[src/rtl/clk_div_pkg.sv]
// Shared types and helpers for the programmable clock divider.
// Holds the controller state encoding and ratio coercion.
package clk_div_pkg;

    typedef enum logic [1:0] {
        IDLE  = 2'd0,
        RUN   = 2'd1,
        DRAIN = 2'd2
    } state_t;

    localparam logic [31:0] MIN_DIV = 32'd2;

    // Ratios below MIN_DIV cannot produce a two-phase clock, so they are raised to it.
    function automatic logic [31:0] coerce_div(input logic [31:0] ratio);
        logic [31:0] result;
        if (ratio < MIN_DIV) begin
            result = MIN_DIV;
        end else begin
            result = ratio;
        end
        return result;
    endfunction

endpackage

[src/rtl/clk_div_core.sv]
// Period counter, duty compare, odd-ratio half-cycle stage and period strobe.
// Outputs are computed from the next count so edges line up with the count wrap.
module clk_div_core #(
    parameter int CNT_W = 8
) (
    input  logic             clk_in,
    input  logic             rst,
    input  logic             i_run,
    input  logic             i_stop,
    input  logic [CNT_W-1:0] i_div,
    output logic             o_clk,
    output logic             o_tick,
    output logic             o_boundary
);

    localparam logic [CNT_W-1:0] ONE = {{(CNT_W-1){1'b0}}, 1'b1};

    logic [CNT_W-1:0] r_cnt;
    logic [CNT_W-1:0] w_cnt_nxt;
    logic [CNT_W-1:0] w_last;
    logic [CNT_W-1:0] w_hi_last;
    logic             r_started;
    logic             r_pos;
    logic             r_neg;
    logic             r_tick;
    logic             w_wrap;

    // Next count and the last count of the high phase for the current ratio.
    always_comb begin
        w_last    = i_div - ONE;
        w_hi_last = {1'b0, w_last[CNT_W-1:1]};
        w_wrap    = r_started && (r_cnt >= w_last);
        if (w_wrap) begin
            w_cnt_nxt = '0;
        end else begin
            w_cnt_nxt = r_cnt + ONE;
        end
    end

    // First run edge opens a period at count 0; a stop request closes it at the wrap.
    always_ff @(posedge clk_in or posedge rst) begin
        if (rst) begin
            r_cnt     <= '0;
            r_started <= 1'b0;
            r_pos     <= 1'b0;
            r_tick    <= 1'b0;
        end else if (!i_run) begin
            r_cnt     <= '0;
            r_started <= 1'b0;
            r_pos     <= 1'b0;
            r_tick    <= 1'b0;
        end else if (!r_started) begin
            r_cnt     <= '0;
            r_started <= 1'b1;
            r_pos     <= 1'b1;
            r_tick    <= 1'b0;
        end else if (w_wrap && i_stop) begin
            r_cnt     <= '0;
            r_started <= 1'b0;
            r_pos     <= 1'b0;
            r_tick    <= 1'b0;
        end else begin
            r_cnt     <= w_cnt_nxt;
            r_pos     <= (w_cnt_nxt <= w_hi_last);
            r_tick    <= (w_cnt_nxt == w_last);
        end
    end

    // Half-cycle delayed copy trims odd-ratio high time by half a source period.
    always_ff @(negedge clk_in or posedge rst) begin
        if (rst) begin
            r_neg <= 1'b0;
        end else begin
            r_neg <= r_pos;
        end
    end

    assign o_clk      = r_pos & (r_neg | ~i_div[0]);
    assign o_tick     = r_tick;
    assign o_boundary = i_run && w_wrap;

endmodule

[src/rtl/prog_clk_div.sv]
// Programmable integer clock divider: run/stop controller, ratio shadow and handshake.
// Ratio changes and stops only take effect at period boundaries.
module prog_clk_div
    import clk_div_pkg::*;
#(
    parameter int CNT_W       = 8,
    parameter int DEFAULT_DIV = 4
) (
    input  logic             clk_in,
    input  logic             rst,
    input  logic             en,
    input  logic             cfg_valid,
    input  logic [CNT_W-1:0] cfg_div,
    output logic             cfg_ready,
    output logic             clk_out,
    output logic             period_tick,
    output logic [CNT_W-1:0] cur_div,
    output logic             running
);

    localparam logic [CNT_W-1:0] DIV_RST = CNT_W'(DEFAULT_DIV);

    state_t           r_state;
    state_t           w_state_nxt;
    logic             r_running;
    logic             r_pend;
    logic             r_copied;
    logic [CNT_W-1:0] r_shadow;
    logic [CNT_W-1:0] r_cur_div;
    logic [CNT_W-1:0] w_cfg_coerced;
    logic             w_run;
    logic             w_stop;
    logic             w_boundary;
    logic             w_accept;
    logic             w_copy;

    // Controller next state.
    always_comb begin
        w_state_nxt = r_state;
        case (r_state)
            IDLE: begin
                if (en) begin
                    w_state_nxt = RUN;
                end else begin
                    w_state_nxt = IDLE;
                end
            end
            RUN: begin
                if (!en) begin
                    w_state_nxt = DRAIN;
                end else begin
                    w_state_nxt = RUN;
                end
            end
            DRAIN: begin
                if (en) begin
                    w_state_nxt = RUN;
                end else if (w_boundary) begin
                    w_state_nxt = IDLE;
                end else begin
                    w_state_nxt = DRAIN;
                end
            end
            default: w_state_nxt = IDLE;
        endcase
    end

    assign w_run         = (r_state == RUN) || (r_state == DRAIN);
    assign w_stop        = (r_state == DRAIN) && !en;
    assign w_accept      = cfg_valid && !r_pend;
    assign w_copy        = r_pend && !r_copied && ((r_state == IDLE) || w_boundary);
    assign w_cfg_coerced = CNT_W'(coerce_div(32'(cfg_div)));

    // State register and registered run indication.
    always_ff @(posedge clk_in or posedge rst) begin
        if (rst) begin
            r_state   <= IDLE;
            r_running <= 1'b0;
        end else begin
            r_state   <= w_state_nxt;
            r_running <= (w_state_nxt == RUN) || (w_state_nxt == DRAIN);
        end
    end

    // Pending flag stays up one extra cycle after the copy so ready rises after the boundary.
    always_ff @(posedge clk_in or posedge rst) begin
        if (rst) begin
            r_pend    <= 1'b0;
            r_copied  <= 1'b0;
            r_shadow  <= DIV_RST;
            r_cur_div <= DIV_RST;
        end else begin
            r_copied <= w_copy;
            if (w_accept) begin
                r_shadow <= w_cfg_coerced;
                r_pend   <= 1'b1;
            end else if (r_copied) begin
                r_pend <= 1'b0;
            end
            if (w_copy) begin
                r_cur_div <= r_shadow;
            end
        end
    end

    clk_div_core #(
        .CNT_W (CNT_W)
    ) u_core (
        .clk_in     (clk_in),
        .rst        (rst),
        .i_run      (w_run),
        .i_stop     (w_stop),
        .i_div      (r_cur_div),
        .o_clk      (clk_out),
        .o_tick     (period_tick),
        .o_boundary (w_boundary)
    );

    assign cfg_ready = ~r_pend;
    assign cur_div   = r_cur_div;
    assign running   = r_running;

endmodule

[config.mk]
export PLATFORM = sky130hd
export DESIGN_NAME = prog_clk_div
export DESIGN_NICKNAME = d
export VERILOG_FILES = /design/src/rtl/clk_div_pkg.sv /design/src/rtl/clk_div_core.sv /design/src/rtl/prog_clk_div.sv
export SDC_FILE = /design/constraint.sdc
export NUM_CORES = 1
export LEC_CHECK = 0
export ABC_CLOCK_PERIOD_IN_PS = 9400
export CAP_MARGIN = 20
export CORE_MARGIN = 2
export CORE_UTILIZATION = 30
export CTS_CLUSTER_SIZE = 30
export DETAILED_ROUTE_END_ITERATION = 10
export HOLD_SLACK_MARGIN = 0.05
export PLACE_DENSITY = 0.55
export SYNTH_ARGS = -nofsm -noshare
export SYNTH_HDL_FRONTEND = slang
export SYNTH_SLANG_ARGS = --single-unit
[constraint.sdc]
create_clock -name clk_in -period 9.4 [get_ports clk_in]
set_input_delay 1.88 -clock clk_in [delete_from_list [all_inputs] [get_ports clk_in]]
set_output_delay 1.88 -clock clk_in [all_outputs]
set_load 0.01 [all_outputs]
=== Word level (Yosys, flattened, before mapping) ===
Index checks and enable logic that the tools add are counted.

* Register bits: 33
* Bits of input ports: 12
* Word-level logic and storage cells: 61
* Output and inout port bits: 12

* Reduce and logical (&&, ||, !) cells: 15
* Add/sub/neg operators: 2
* Eq/ne operators: 5
* $lt $le $gt $ge: 3
* Mux-type cells: 21
* Bitwise gates (word level): 4

{| class="wikitable"
|+ Operators by type and width
! operator !! number
|-
| 8-bit two-way mux || 5
|-
| 1-bit two-way mux || 12
|-
| 8-bit by 1-bit adder with 8-bit output, second input constant || 1
|-
| 8-bit equality test || 1
|-
| 8-bit greater-or-equal comparator || 1
|-
| 8-bit by 7-bit less-or-equal comparator with 1-bit output || 1
|-
| 8-bit by 2-bit less-than comparator with 1-bit output, second input constant || 1
|-
| 8-bit by 1-bit subtractor with 8-bit output, second input constant || 1
|-
| 1-bit logical AND || 7
|-
| 2-bit two-way mux || 3
|-
| 2-bit one-hot mux with 3 select lines || 1
|-
| 2-bit by 1-bit equality test with 1-bit output, second input constant || 2
|-
| 2-bit equality test, second input constant || 2
|-
| 1-bit zero test || 3
|-
| 1-bit logical OR || 3
|-
| 2-bit zero test || 1
|-
| 1-bit inverter || 2
|-
| 2-bit nonzero test || 1
|-
| 1-bit AND || 1
|-
| 1-bit OR || 1
|}

=== Depth between registers and ports, before layout ===
* Word-level depth: 9
* Depth in mapped cells: 19

=== By module ===
From an unflattened synthesis, not the netlist that was laid out.

* Cells, all modules: 219
* Area total of the unflattened synthesis: 2,110.8 um2

{| class="wikitable"
|+ Modules (own cells, without submodules)
! module !! cells an instance !! times used !! seq. area each (um2) !! area each (um2)
|-
| clk_div_core || 142 || 1 || 300.3 || 1,213.7
|-
| prog_clk_div || 77 || 1 || 528.0 || 897.1
|}

==> flow_summary_export.csv <==
group,metric,value,unit
critical_path,r2r-start,"u_core.r_pos",
placed_design,gp_congestion,0.7504,
finish,area_growth,21.78,%
critical_path,path_class,"register to output pin",
grt,grt_pass1_vias,1594,
synth,ys_ff_latch,33,
critical_path,r2r-end,"u_core.r_neg",
clock_tree,clkLatencyLatePin,0.29,ns
grt,overflow,0,
power,p_clk_share,17.6,%
synth,syn-mean-instance-area,9.904,sq um
synth,yosys_warnings,0,
power,switching_share,40.20,%
clock_tree,cts_buffers,5,
synth,ys_types,48,
floorplan,die_width,88.06,um
synth,syn_inst,214,
power,total_power,802.1,uW
power,ir_drop,0.1561,mV
detailed_routing,wl,4.588,mm
timing,rsz0062_at_grt,"false",
floorplan,die_area,7754,sq um
job,drv_cap,0,
timing,setup_viol,0,
clock_tree,cts-resized-gates,0,
power,p_int,479.6,uW
outcome,status,"finished, final reports clean",
grt,grt_pass1_wl,7.859,mm
placed_design,hpwl,3.416,mm
timing,hold_viol_final,0,
placed_design,dp_slack,1.827,ns
critical_path,critPathBufInv,1,
power,p_comb_share,51.7,%
detailed_routing,wl_per_cell,13.57,um
critical_path,worstPathRequired,7.52,ns
clock_tree,cts_root_buf,"clkbuf_8",
clock_tree,clk_pin_slew,0.07,ns
floorplan,initial_core_util,31.03,%
synth,syn-cell-area,2120,sq um
floorplan,core-area,6832,sq um
detailed_routing,drt-pass1-iter-count,4,
detailed_routing,num_vias,1603,
clock_tree,cts_setup_buffers,0,
timing,layout_setup_ws,1.511,ns
timing,maxSlewViolCount,0,
detailed_routing,route.detailed.drc,0,
floorplan,die_y,88.06,um
finish,final_common_cell,"dfrtp_1",
critical_path,worst-path-max-fanout,1,
floorplan,ioPinCount,24,
power,power.switching,322.5,uW
timing,setup_tns,0,ns
finish,final_cell_mix,"dfrtp_1 (30), clkdlybuf4s50_1 (23), nor2_1 (19), ha_1 (18), inv_1 (14)",
clock_tree,clk_path_buf_depth,2,
min_path,hold_start,"r_shadow[1]",
finish,antennaDiodeCount,0,
critical_path,critPathCaptureType,"output pin",
critical_path,path_cells,"o21a_1 > clkdlybuf4s50_1",
critical_path,r2r_slack,4.16,ns
power,p_leak,0.001096,uW
critical_path,reg2reg_depth,0,
grt,antenna_found_initial,0,
critical_path,critPathMaxStageDelay,0.53,ns
timing,worst_pin_slew,0.8705,ns
detailed_routing,vias_per_cell,4.743,
min_path,min_path_type,"register to register",
power,pwr-share-seq,30.6,%
clock_tree,ctsHoldBuffers,0,
power,power.density,310.8,nW/um^2
synth,syn_nets,244,
critical_path,worstSetupStartpointType,"register",
grt,grt_start_max_net_pins,34,
finish,drive_gt1_share,13.64,%
min_path,hold_end,"cur_div[1]",
finish,fillers,699,
synth,synth-seq-area-share,39.08,%
clock_tree,cts_tree,"built",
grt,grtUsageTotal,13.20,%
min_path,hold_depth,1,
clock_tree,cts.sinks,33,
detailed_routing,drtAntennaViolNets,0,
timing,fin_skew,0.01144,ns
detailed_routing,drt-initial-drc-count,130,
placed_design,io_buffers,23,
critical_path,crit_family,"buffers and inverters",
critical_path,arrival,6.01,ns
critical_path,crit_slowest_cell,"clkdlybuf4s50_1",
timing,slew_headroom,41.55,%
clock_tree,h-tree-depth,2,
floorplan,rows,30,
finish,fin_nets,271,
[final cells by class]
class | instances | area (sq um) | share of cell area, %
Sequential cell | 33 | 828.3 | 32.09
Clock inverter | 2 | 37.54 | 1.454
Clock buffer | 6 | 82.58 | 3.199
Tap cell | 96 | 120.1 | 4.653
Timing Repair Buffer | 24 | 237.7 | 9.210
Multi-Input combinational cell | 163 | 1222 | 47.36
Inverter | 14 | 52.55 | 2.036
[power by group through the flow]
stage	Sequential [uW]	Clock, uW	Combinational [uW]
after floorplan	245	0	284
after global placement	248	0	410
after detailed placement	248	0	413
after CTS	246	145	417
after global routing	256	151	464
final	246	142	415
[registers in the layout (all words and copies together), names as in the netlist]
| signal | cells |
|---|---|
| r_state | 2 |
| u_core.r_started | 1 |
| cur_div | 8 |
| r_copied | 1 |
| r_pend | 1 |
| r_shadow | 8 |
| u_core.r_pos | 1 |
| u_core.o_tick | 1 |
| running | 1 |
| u_core.r_neg | 1 |
| u_core.r_cnt | 8 |
[cells by family after synthesis]
logic type | after synthesis | synth area share [%]
adder cells (fa/ha/maj) | 18 | 10.63
multiplexers | 15 | 7.851
AO/OA/AOI/OAI | 46 | 16.12
XOR/XNOR | 15 | 6.199
flip-flops | 33 | 39.08
AND/OR/NAND/NOR | 69 | 16.88
buffers and inverters | 18 | 3.246
[routing by layer]
metal / GRT usage, % / vias up / part of all wire [%]
met5: 0 / - / 0
met4: 3.306 / 0 / 0.72
met3: 3.959 / 5 / 5.6
met2: 20.52 / 38 / 45
met1: 18.10 / 735 / 49
li1: - / 825 / -
[worst max-delay path by stage]
| stage | from | to | slack [ns] | cells after the start |
|---|---|---|---|---|
| global placement | u_core.r_neg | clk_out | 1.83 | 2 |
| finish | u_core.r_neg | clk_out | 1.51 | 2 |
| detailed placement | u_core.r_neg | clk_out | 1.83 | 2 |
| global route | u_core.r_neg | clk_out | 1.47 | 2 |
| floorplan | rst | u_core.r_neg | 2.19 | 1 |
| CTS | u_core.r_neg | clk_out | 1.50 | 2 |
[Yosys cell counts, drive strengths merged]
master	instances	area share [%]
dfrtp	30	35
nor2	19	3.4
ha	18	11
a21oi	14	4.4
inv	14	2.5
mux2	13	6.9
nand2	11	1.9
nor3	11	3.1
xnor2	8	3.3
xor2	7	2.9
a31oi	6	1.8
nand3	6	1.4
or2	5	1.5
a21o	4	1.4
nor2b	4	1.2
o21a	4	1.4
o22ai	4	1.2
and3	3	0.89
nor4	3	0.89
o21ai	3	0.71
and4	2	0.83
buf	2	0.41
clkbuf	2	0.35
dfstp	2	2.5
mux2i	2	0.94
o21bai	2	0.71
or3	2	0.83
a2111o	1	0.53
a2111oi	1	1.3
a211o	1	0.41
a211oi	1	0.35
a21boi	1	0.35
dfrtn	1	1.2
nand2b	1	0.30
nand4	1	0.30
nor3b	1	0.35
o211ai	1	0.35
o221ai	1	0.41
o311a	1	0.47
o31ai	1	0.35
[per-stage QoR]
step                      instance area (sq um)  utilization [%]  hold slack [ns]  std cells
after detailed placement                   2461            36.03           0.4941        330
after CTS                                  2581            37.78           0.5145        338
after global placement                     2461            36.03           0.4893        330
after global routing                       2581            37.78           0.5320        338
final                                      2581            37.78           0.5133        338
after floorplan                            2120                -           0.4750        214
Power figures use the tool's default switching activity.
